$ cat config.mk
export PLATFORM = sky130hd
export DESIGN_NAME = ir_move_scheduler
export DESIGN_NICKNAME = d
export VERILOG_FILES = /design/src/rtl/ir_move_scheduler.sv
export SDC_FILE = /design/constraint.sdc
export NUM_CORES = 1
export LEC_CHECK = 0
export BUFFER_PORTS_ARGS = -buffer_cell sky130_fd_sc_hd__buf_2
export CORE_MARGIN = 2
export CORE_UTILIZATION = 59
export CTS_CLUSTER_DIAMETER = 80
export CTS_CLUSTER_SIZE = 20
export DETAILED_ROUTE_END_ITERATION = 10
export PLACE_DENSITY = 0.81
export RECOVER_POWER = 50
export SLEW_MARGIN = 20
export SYNTH_ARGS = -nofsm -noshare
export SYNTH_HDL_FRONTEND = slang
export SYNTH_SLANG_ARGS = --single-unit
$ cat constraint.sdc
create_clock -name Clock -period 4.3 [get_ports Clock]
set_input_delay 1.075 -clock Clock [delete_from_list [all_inputs] [get_ports Clock]]
set_output_delay 1.075 -clock Clock [all_outputs]
set_load 0.02 [all_outputs]
$ cat src/rtl/ir_move_scheduler.sv
// Cursor position scheduler: arbitrates IR remote commands against front-panel
// buttons and steps the cursor once per frame tick with saturating edges.
module ir_move_scheduler #(
    parameter int X_MAX       = 639,
    parameter int Y_MAX       = 479,
    parameter int X_INIT      = 320,
    parameter int Y_INIT      = 240,
    parameter int STEP        = 4,
    parameter int HOLD_FRAMES = 6
) (
    input  logic       Clock,
    input  logic       Reset,
    input  logic       IrValid,
    input  logic       IrUp,
    input  logic       IrDown,
    input  logic       IrLeft,
    input  logic       IrRight,
    input  logic       BtnUp,
    input  logic       BtnDown,
    input  logic       BtnLeft,
    input  logic       BtnRight,
    input  logic       FrameTick,
    output logic [9:0] PosX,
    output logic [9:0] PosY,
    output logic [1:0] Src,
    output logic       MoveStrobe,
    output logic [3:0] ErrCount
);

    typedef enum logic [1:0] {
        ST_IDLE = 2'b00,
        ST_IR   = 2'b01,
        ST_BTN  = 2'b10
    } state_t;

    localparam logic [9:0] X_LIM = 10'(X_MAX);
    localparam logic [9:0] Y_LIM = 10'(Y_MAX);

    state_t     state;
    logic [3:0] hold;
    logic [3:0] dir;        // {up, down, left, right}, one-hot while in ST_IR
    logic [3:0] ir_bits;
    logic       any_btn;
    logic       ir_good;
    logic       move_up, move_down, move_left, move_right;
    logic [9:0] next_x, next_y;
    logic       moved;

    // Step toward zero, clamping at the lower edge instead of wrapping.
    function automatic logic [9:0] sat_dec(input logic [9:0] pos);
        logic [10:0] diff;
        diff = {1'b0, pos} - 11'(STEP);
        return diff[10] ? 10'd0 : diff[9:0];
    endfunction

    // Step away from zero, clamping at the given upper limit.
    function automatic logic [9:0] sat_inc(input logic [9:0] pos, input logic [9:0] lim);
        logic [10:0] sum;
        sum = {1'b0, pos} + 11'(STEP);
        return (sum > {1'b0, lim}) ? lim : sum[9:0];
    endfunction

    assign ir_bits = {IrUp, IrDown, IrLeft, IrRight};
    assign any_btn = BtnUp | BtnDown | BtnLeft | BtnRight;
    // A well-formed IR command is only accepted when no button owns the cursor.
    assign ir_good = IrValid & $onehot(ir_bits) & ~any_btn & (state != ST_BTN);
    assign Src     = state;

    // Decide this cycle's per-axis move and the clamped next position.
    always_comb begin
        move_up    = 1'b0;
        move_down  = 1'b0;
        move_left  = 1'b0;
        move_right = 1'b0;
        case (state)
            // A fresh command on the tick wins; a button press cancels the IR move.
            ST_IR: if (FrameTick && !any_btn && !ir_good)
                {move_up, move_down, move_left, move_right} = dir;
            // Opposing buttons on one axis cancel out.
            ST_BTN: if (FrameTick) begin
                move_up    = BtnUp & ~BtnDown;
                move_down  = BtnDown & ~BtnUp;
                move_left  = BtnLeft & ~BtnRight;
                move_right = BtnRight & ~BtnLeft;
            end
            default: ;
        endcase
        next_x = PosX;
        if (move_left)
            next_x = sat_dec(PosX);
        else if (move_right)
            next_x = sat_inc(PosX, X_LIM);
        next_y = PosY;
        if (move_up)
            next_y = sat_dec(PosY);
        else if (move_down)
            next_y = sat_inc(PosY, Y_LIM);
        moved = (next_x != PosX) || (next_y != PosY);
    end

    // Requester arbitration, IR hold countdown, error count and position update.
    always_ff @(posedge Clock) begin
        if (Reset) begin
            state      <= ST_IDLE;
            hold       <= 4'd0;
            dir        <= 4'd0;
            ErrCount   <= 4'd0;
            PosX       <= 10'(X_INIT);
            PosY       <= 10'(Y_INIT);
            MoveStrobe <= 1'b0;
        end else begin
            PosX       <= next_x;
            PosY       <= next_y;
            MoveStrobe <= moved;
            if (any_btn) begin
                // Buttons pre-empt IR; an interrupted command is discarded.
                state <= ST_BTN;
                hold  <= 4'd0;
                dir   <= 4'd0;
            end else if (state == ST_BTN) begin
                state <= ST_IDLE;
            end else if (ir_good) begin
                state <= ST_IR;
                dir   <= ir_bits;
                hold  <= 4'(HOLD_FRAMES);
            end else begin
                if (IrValid && ErrCount != 4'hF)
                    ErrCount <= ErrCount + 4'd1;
                if (state == ST_IR && FrameTick) begin
                    hold <= hold - 4'd1;
                    if (hold == 4'd1) begin
                        state <= ST_IDLE;
                        dir   <= 4'd0;
                    end
                end
            end
        end
    end

endmodule

# Yosys cells after proc, flatten, opt, wreduce, memory -nomap -nowiden

Cells that the tools add are included.

Flip-flop bits (word level): 35
Output and inout port bits: 27
Memories kept: 0
Input port bits: 12
Word-level logic and storage cells: 92
Bits in read-only memories: 0
Memory bits (writable): 0
Latch bits: 0

$add $sub $neg: 9
Equal/unequal tests: 8
Bitwise logic cells: 17
Reduce and logical (&&, ||, !) cells: 18
Div/mod/pow operators: 0
Multiply operators: 0
Shift operators: 0
$lt $le $gt $ge: 2
Muxes and demuxes: 30

Operators by type and width:

| cell                                                            | count |
|---|---|
| two-way mux 10 bit                                              | 8 |
| adder 10 x 3 -> 11 bit, second input constant                   | 2 |
| subtractor 10 x 3 -> 11 bit, second input constant              | 2 |
| two-way mux 4 bit                                               | 5 |
| inequality test 10 bit                                          | 2 |
| greater-than comparator 11 x 10 -> 1 bit, second input constant | 1 |
| greater-than comparator 11 x 9 -> 1 bit, second input constant  | 1 |
| two-way mux 2 bit                                               | 5 |
| two-way mux 1 bit                                               | 8 |
| one-hot mux 1 bit (2 select lines)                              | 4 |
| nonzero test 4 bit                                              | 2 |
| bitwise AND 1 bit                                               | 7 |
| inverter 1 bit                                                  | 7 |
| AND reduction 2 bit                                             | 3 |
| adder 1 x 1 -> 2 bit                                            | 2 |
| adder 4 x 1 -> 4 bit, second input constant                     | 1 |
| equality test 4 x 1 -> 1 bit, second input constant             | 1 |
| logical AND 1 bit                                               | 4 |
| inequality test 4 bit, second input constant                    | 1 |
| AND reduction 4 bit                                             | 1 |
| nonzero test 2 bit                                              | 2 |
| subtractor 4 x 1 -> 4 bit, second input constant                | 1 |
| adder 2 x 2 -> 3 bit                                            | 1 |
| equality test 3 x 1 -> 1 bit, second input constant             | 1 |
| 9 further kinds                                                 | 12 |

# Longest topological paths before layout

Gate-level depths: netlist (run 1).

Depth after elaboration: 14
Depth in mapped cells: 13
Depth with buffers taken out: 12

# Worst setup path before layout (run 1)

OpenSTA, ideal clock, no wires.

Kind: input port to flip-flop
Start: in IrUp
End: reg MoveStrobe
Arrival: 3.745 ns
Buffers on the path: 1
Required time: 4.157 ns
Cell stages on the path: 13
Setup slack: 0.412 ns
Setup time: 0.143 ns
Cells stage by stage: inv_1 -> fa_1 -> inv_1 -> ha_1 -> ha_1 -> nand4bb_1 -> o2111a_1 -> o21a_1 -> buf_2 -> a32oi_1 -> o221ai_1 -> a2111oi_1 -> a41oi_1

Cells in the longest elaborated chain, start to end: 14
Elaborated cells on any way between the ends: 23
Those cells by class: 2 x add/sub; 3 x eq/ne; 12 x mux; 3 x bitwise; 3 x reduce/logical

Ends and longest elaborated chain:

| item                                         | RTL line | text |
|---|---|---|
| start: declaration                           | 14       | `input logic IrUp,` |
| adder 1 x 1 -> 2 bit (not written as such) * | 66       | `assign ir_good = IrValid & $onehot(ir_bits) & ~any_btn & (state != ST_BTN);` |
| adder 2 x 2 -> 3 bit (not written as such) * | 66       |  |
| equality test 3 x 1 -> 1 bit *               | 66       |  |
| bitwise AND 1 bit * (3 in series)            | 66       |  |
| logical NOT 1 bit *                          | 77       | `ST_IR: if (FrameTick && !any_btn && !ir_good)` |
| logical AND 1 bit *                          | 77       |  |
| two-way mux 1 bit                            | 77       |  |
| one-hot mux 1 bit (2 select lines)           | 75       | `case (state)` |
| two-way mux 10 bit (on tied branches)        | 91, 96   |  |
| two-way mux 10 bit (on tied branches)        | 89, 94   |  |
| inequality test 10 bit                       | 98       | `moved = (next_x != PosX) \|\| (next_y != PosY);` |
| logical OR 1 bit *                           | 98       |  |
| end signal: assignment                       | 114      | `MoveStrobe <= moved;` |
| end: declaration                             | 26       | `output logic MoveStrobe,` |

Every way passes the cells marked *; elsewhere a longest branch is shown, timed or not.
A chain may end at the register's enable or synchronous reset.

# Worst setup path after layout (run 1)

Same ends and word-level chain as after synthesis.

==> key figures, run 1 <==
Clock network
  – Clk root buf: clkbuf_8
  – CTS tree: yes
  – Hold-fix buffers, CTS: 0
  – Max clock buf depth: 2
  – CTS clock-pin slew for the worst setup and hold paths: roughly 0.080 ns
  – H-tree depth: 2
  – Clk_lat worst skew: 0.30 ns
  – Sink Count: 35
  – Post-CTS sizing: 0
  – Setup bufs post-CTS: 0
  – CTS Buf Count: 5

Final layout
  – Area used by multi-input combinational logic: 2080 µm²
  – FF/Latch Area: ~700 µm²
  – Layout cells sized above 1: under 10%
  – Fillcell total: around 450
  – Diodes inserted: 0
  – Commonest non-fill, non-tap cells in the layout: dfxtp_1 (35), nand2_1 (35), nor2_1 (31)
  – Nets: around 450
  – Area growth syn-to-layout: 8.22%

Timing
  – Period utilisation layout: about 93%
  – Relative slew slack: between 40 and 50%
  – Final worst path period need: around 4.0 ns
  – Worst Tran Pin Value: approximately 0.9 ns
  – Final Max Tran Viols: 0
  – RSZ-0062 raised after global routing: no
  – FMAX: about 0.25 GHz
  – Sum Neg Setup Slack: 0 ns
  – Final hold violations: 0
  – Final setup viols: 0
  – Clk_skew: 0.00481 ns

Logic synthesis
  – Synth warnings: 0
  – Syn Inst Count: between 300 and 400
  – Netlist cell types: 74
  – Number of flops mapped to enable cells by yosys: 0
  – Syn_nets: between 400 and 500
  – Post-synth top area cell: dfxtp_1
  – Ys async rst share: 0%
  – Synth area leaders: dfxtp_1 (24%), ha_1 (5.5%), a21oi_1 (4.6%)
  – Yosys top cell area share: 23.6%
  – Seq/Total Area, Yosys: a little under a quarter
  – #FFs+latches synth: 35
  – Syn Area/Cell: 7.46 µm²
  – Prevailing post-synth register cell: dfxtp_1
  – Synth Cell Area: around 3000 µm²

Die
  – Die H: approximately 75 µm
  – Initial Utilization: 62.0%
  – Core ar.: ~4800 µm²
  – Die W: around 75 µm
  – IO Pins: 39
  – Die Area: between 5000 and 6000 µm²
  – Row cnt: 25

Critical path
  – Reg2Reg Setup Slack: slightly above 1 ns
  – Startpoint types: input port
  – Worst R2R Start: PosX[2]$_SDFF_PP0_
  – Capturing point of the worst reg2reg path: MoveStrobe$_SDFF_PP0_
  – Critical Path End Type: flop
  – WP data required: approximately 4.5 ns
  – Worst setup path class: in2reg
  – R2r worst-path depth: 8
  – CP Max Fanout: 5
  – Worst EP arrival: approximately 4.2 ns

Worst hold path
  – Worst Hold Class: reg2reg
  – Hold Path End: hold[0]$_SDFFE_PP0P_
  – Hold Crit Start: hold[0]$_SDFFE_PP0P_
  – Hold Path Depth: 2

Global routing
  – Antenna violations before repair: 0
  – Pin count of the biggest net entering global routing: 28
  – First-pass GRT wire length: about 13000 µm
  – Global route total overflow: 0
  – GRT Util Overall: between 30% and 40%
  – Vias in the first global route: around 2900

Pwr
  – Pint: about 490 µW
  – VDD IR max: approximately 0.00017 V
  – Leak: around 1.2 nW
  – Power per standard cell area: 215 nW/µm²
  – Total design power: around 700 µW
  – Reg power frac: roughly 49%
  – Net switching power: 199 µW
  – Switch share: 28.7%
  – Combinational share of power: between 10% and 20%
  – Clock power share: about two fifths

Routing
  – Vias per Instance: between 6 and 7
  – Wire length per cell: 16.8 µm
  – Pre-Repair DR Iteration Count: 6
  – WL final: ~8000 µm
  – Remaining DRCs: 0
  – Routed Antenna Nets: 0
  – DRT iter0 DRCs: between 200 and 300
  – Vias: between 3000 and 4000

Place
  – Hpwl dp: around 5900 µm
  – Final GP Congestion: 0.945
  – PortBufs: 38

Job
  – Max-Cap Viols: 0

Run status
  – Status: finished clean
## final cells by class
class / instances / share of cell area [%]
clock buffers: 6 / 2.57
clock inverters: 2 / 0.506
inverters: 20 / 2.34
multi-input cells: 317 / 64.6
flip-flops and latches: 35 / 21.8
well taps: 67 / 2.61
repair buffers: 41 / 5.57
## kinds of logic (layout without fill, tap and decap cells)
kind of cell	Yosys count	count (layout)	share of synthesized area (%)
AO/OA/AOI/OAI	125	125	29.3
XOR/XNOR	15	15	4.42
adder cells (fa/ha/maj)	14	14	6.15
buffers and inverters	46	69	6.49
flip-flops	35	35	23.6
multiplexers	3	3	1.01
AND/OR/NAND/NOR	160	160	29.0
## power by group through the flow
stage / registers (mW) / clock network (mW) / logic, mW
final: 0.339 / 0.263 / 0.0885
after global routing: 0.341 / 0.279 / 0.0971
after CTS: 0.339 / 0.267 / 0.0882
after detailed placement: 0.346 / 0 / 0.0875
after global placement: 0.346 / 0 / 0.0852
after floorplan: 0.345 / 0 / 0.0630
## critical path, cell delays in order
cell       delay [ns]
buf_2            0.09
inv_1            0.05
fa_1             0.52
inv_1            0.04
ha_1             0.17
ha_1             0.29
nand4bb_1        0.26
o2111a_1         0.34
a211oi_1         0.50
nand2_1          0.19
o31ai_1          0.39
a2111oi_2        0.13
a41oi_1          0.16
## per-stage QoR
step / std cells / setup WS [ns] / util [%] / instance area (µm²) / hold slack [ns]
finish: 488 / 0.305 / 67.1 / 3210 / 0.522
global route: 488 / 0.169 / 67.1 / 3210 / 0.543
CTS: 488 / 0.365 / 67.8 / 3250 / 0.519
detailed placement: 480 / 0.0897 / 65.8 / 3150 / 0.505
global placement: 480 / 0.169 / 65.8 / 3150 / 0.496
floorplan: 398 / 0.412 / - / 2970 / 0.458
## how the worst max path moves through the flow
stage,from,endpoint,slack [ns],cells after the start
after floorplan,IrUp,MoveStrobe$_SDFF_PP0_,0.41,13
after global placement,IrUp,MoveStrobe$_SDFF_PP0_,0.17,13
after detailed placement,IrUp,MoveStrobe$_SDFF_PP0_,0.09,13
after CTS,IrUp,MoveStrobe$_SDFF_PP0_,0.36,13
after global routing,IrUp,MoveStrobe$_SDFF_PP0_,0.17,13
final,IrUp,MoveStrobe$_SDFF_PP0_,0.30,13
## registers in the layout, indices dropped and copies added (netlist names)
register and cells:
ErrCount 4, MoveStrobe 1, PosX 10, PosY 10, Src 2, dir 4, hold 4
## metal layers
metal | part of all wire, % | track usage (%)
met4 | 1.9 | 11.9
met5 | 0 | 0
met2 | 47 | 50.6
met1 | 44 | 38.9
met3 | 7.6 | 5.49
## synthesized netlist by cell type, drive strengths merged (9+ instances only)
library cell and count:
o21ai 26, nand2 37, nor3 15, nand3 16, inv 20, a31oi 12
buf 11, a21oi 28, xor2 9, nor2 31, dfxtp 35, ha 13
clkbuf 15
Power figures use the tool's default switching activity.
==> run 2, diff against run 1 <==
==> constraint.sdc (replaced) <==
create_clock -name Clock -period 4.3 [get_ports Clock]
set_input_delay 0.43 -clock Clock [delete_from_list [all_inputs] [get_ports Clock]]
set_output_delay 0.43 -clock Clock [all_outputs]
set_load 0.02 [all_outputs]
==> run 2 against run 1 <==
Die area did not move. Highest routed layer unchanged. Largest cell class unchanged. Final area fell by 0.51%. Maximum frequency rose by 16%.
==> key figures, run 2 (synthesis gave the netlist of run 1 again) <==
Clock network
  – CTS Buf Count: 5 (unchanged)
  – Clk_lat worst skew: 0.29 ns (about the same)
  – CTS tree: yes
  – Sink Count: 35 (unchanged)
  – Setup bufs post-CTS: 0 (unchanged)
  – Hold-fix buffers, CTS: 0 (unchanged)
  – CTS clock-pin slew for the worst setup and hold paths: 0.07 ns (about the same)
  – Post-CTS sizing: 0 (unchanged)
  – H-tree depth: 2 (unchanged)
  – Max clock buf depth: 2 (unchanged)
  – Clk root buf: clkbuf_8

Final layout
  – Area growth syn-to-layout: 7.67%
  – Diodes inserted: 0 (unchanged)
  – Layout cells sized above 1: 7.16% (-0.68 points)
  – Nets: 444 (-0.45%)
  – Fillcell total: 449 (-0.66%)
  – Commonest non-fill, non-tap cells in the layout: dfxtp_1 (35), nand2_1 (35), nor2_1 (31)
  – Top Registers: PosX: 10 flops, PosY: 10 flops

Critical path
  – Capturing point of the worst reg2reg path: MoveStrobe$_SDFF_PP0_
  – Startpoint types: input port
  – Worst setup path class: in2reg
  – R2r worst-path depth: 8 (unchanged)
  – CP Max Fanout: 9 (+4)
  – Critical Path End Type: flop
  – Worst R2R Start: PosX[2]$_SDFF_PP0_
  – Reg2Reg Setup Slack: 1.13 ns (+0.12 ns)
  – Crit path from: IrUp
  – Worst EP arrival: 3.59 ns (-0.63 ns)
  – WP data required: 4.45 ns (-0.07 ns)
  – Critical Path End: MoveStrobe$_SDFF_PP0_

Timing
  – Final Max Tran Viols: 0 (unchanged)
  – Worst Tran Pin Value: 0.812 ns (-0.0785 ns)
  – Final hold violations: 0 (unchanged)
  – Relative slew slack: 45.7% (+5.3 points)
  – Final worst path period need: 3.43 ns (-0.561 ns)
  – Period utilisation layout: 79.9% (-13 points)
  – FMAX: 0.291 GHz (+16%)
  – Clk_skew: 0.00431 ns (-0.000503 ns)
  – RSZ-0062 raised after global routing: no
  – Sum Neg Setup Slack: 0 ns (unchanged)
  – Final setup viols: 0 (unchanged)
  – Hold WS: 0.416 ns (-0.106 ns)

Global routing
  – Vias in the first global route: 2732 (-4.8%)
  – Pin count of the biggest net entering global routing: 28 (unchanged)
  – Antenna violations before repair: 0 (unchanged)
  – First-pass GRT wire length: 12700 µm (-4.0%)
  – Global route total overflow: 0 (unchanged)
  – GRT Util Overall: 29.1% (-1.2 points)

Die
  – Die Area: 5620 µm² (unchanged)
  – IO Pins: 39 (unchanged)
  – Row cnt: 25 (unchanged)
  – Die H: 74.9 µm (unchanged)
  – Die W: 74.9 µm (unchanged)
  – Core ar.: 4790 µm² (unchanged)
  – Initial Utilization: 62.0% (unchanged)

Routing
  – Remaining DRCs: 0 (unchanged)
  – Wire length per cell: 16.3 µm (-3.0%)
  – Routed Antenna Nets: 0 (unchanged)
  – DRT iter0 DRCs: 272 (+2.6%)
  – Pre-Repair DR Iteration Count: 5 (-1)
  – Vias per Instance: 6.56 (-0.18%)
  – WL final: 7910 µm (-3.4%)
  – Vias: 3188 (-0.59%)

Worst hold path
  – Worst Hold Class: in2reg
  – Hold Path Depth: 3 (+1)

Pwr
  – Total design power: 687 µW (-0.65%)
  – VDD IR max: 0.000156 V (-8.9%)
  – Power per standard cell area: 215 nW/µm² (-0.15%)
  – Leak: 1.15 nW (-0.96%)

Place
  – Final GP Congestion: 0.966 (+2.2%)
  – Hpwl dp: 5780 µm (-2.3%)
  – PortBufs: 38 (unchanged)

Run status
  – Status: finished clean

Job
  – Max-Cap Viols: 0 (unchanged)
-- run 2: cell types whose count changed in the layout (fill, tap and decap cells not counted) --
cell,before,now
buf_2,11,10
buf_4,3,1
clkbuf_1,27,28
-- run 2: worst max-delay path, cell delays in order --
cell	delay (ns)
clkbuf_1	0.10
inv_1	0.07
fa_1	0.52
inv_1	0.04
ha_1	0.18
ha_1	0.31
nand4bb_1	0.29
o2111a_1	0.36
o21a_1	0.34
a32oi_1	0.25
o221ai_1	0.15
a2111oi_1	0.39
a41oi_1	0.16
-- run 2: how the worst min path moves through the flow --
stage / start / to
floorplan: dir[2]$_SDFFE_PP0P_ / dir[2]$_SDFFE_PP0P_
finish: IrRight / dir[0]$_SDFFE_PP0P_
global route: IrDown / dir[2]$_SDFFE_PP0P_
global placement: dir[2]$_SDFFE_PP0P_ / dir[2]$_SDFFE_PP0P_
detailed placement: dir[2]$_SDFFE_PP0P_ / dir[2]$_SDFFE_PP0P_
CTS: IrDown / dir[2]$_SDFFE_PP0P_
-- run 2: stage by stage --
stage / util, % / std cells / setup slack [ns] / area [µm²]
2_1_floorplan: - / 398 / 1.06 / 2970
3_3_place_gp: 65.5 / 478 / 0.803 / 3130
3_5_place_dp: 65.5 / 478 / 0.689 / 3130
4_1_cts: 67.5 / 486 / 0.948 / 3230
5_1_grt: 66.8 / 486 / 0.670 / 3200
6_report: 66.8 / 486 / 0.865 / 3200
-- run 2: power breakdown --
group / switching (mW) / internal (mW) / leakage, nW / total, mW
combinational: 0.0554 / 0.0337 / 0.819 / 0.0891
clock: 0.128 / 0.131 / 0.0474 / 0.258
sequential: 0.0108 / 0.328 / 0.283 / 0.339
-- run 2: layout make-up --
class,instances,area [µm²],area share (%)
multi-input cells,317,2080,64.9
clock inverters,2,16.3,0.509
well taps,67,83.8,2.62
clock buffers,6,82.6,2.58
repair buffers,39,163,5.09
inverters,20,75.1,2.35
flip-flops and latches,35,701,21.9
-- run 2: metal layers --
layer	global-route usage (%)	vias up	wire length (µm)	share of wire, %
met3	5.09	19	612	7.7
li1	-	1522	-	-
met1	38.4	1482	3380	43
met5	0	-	0	0
met4	11.1	0	162	2.0
met2	47.5	165	3750	47
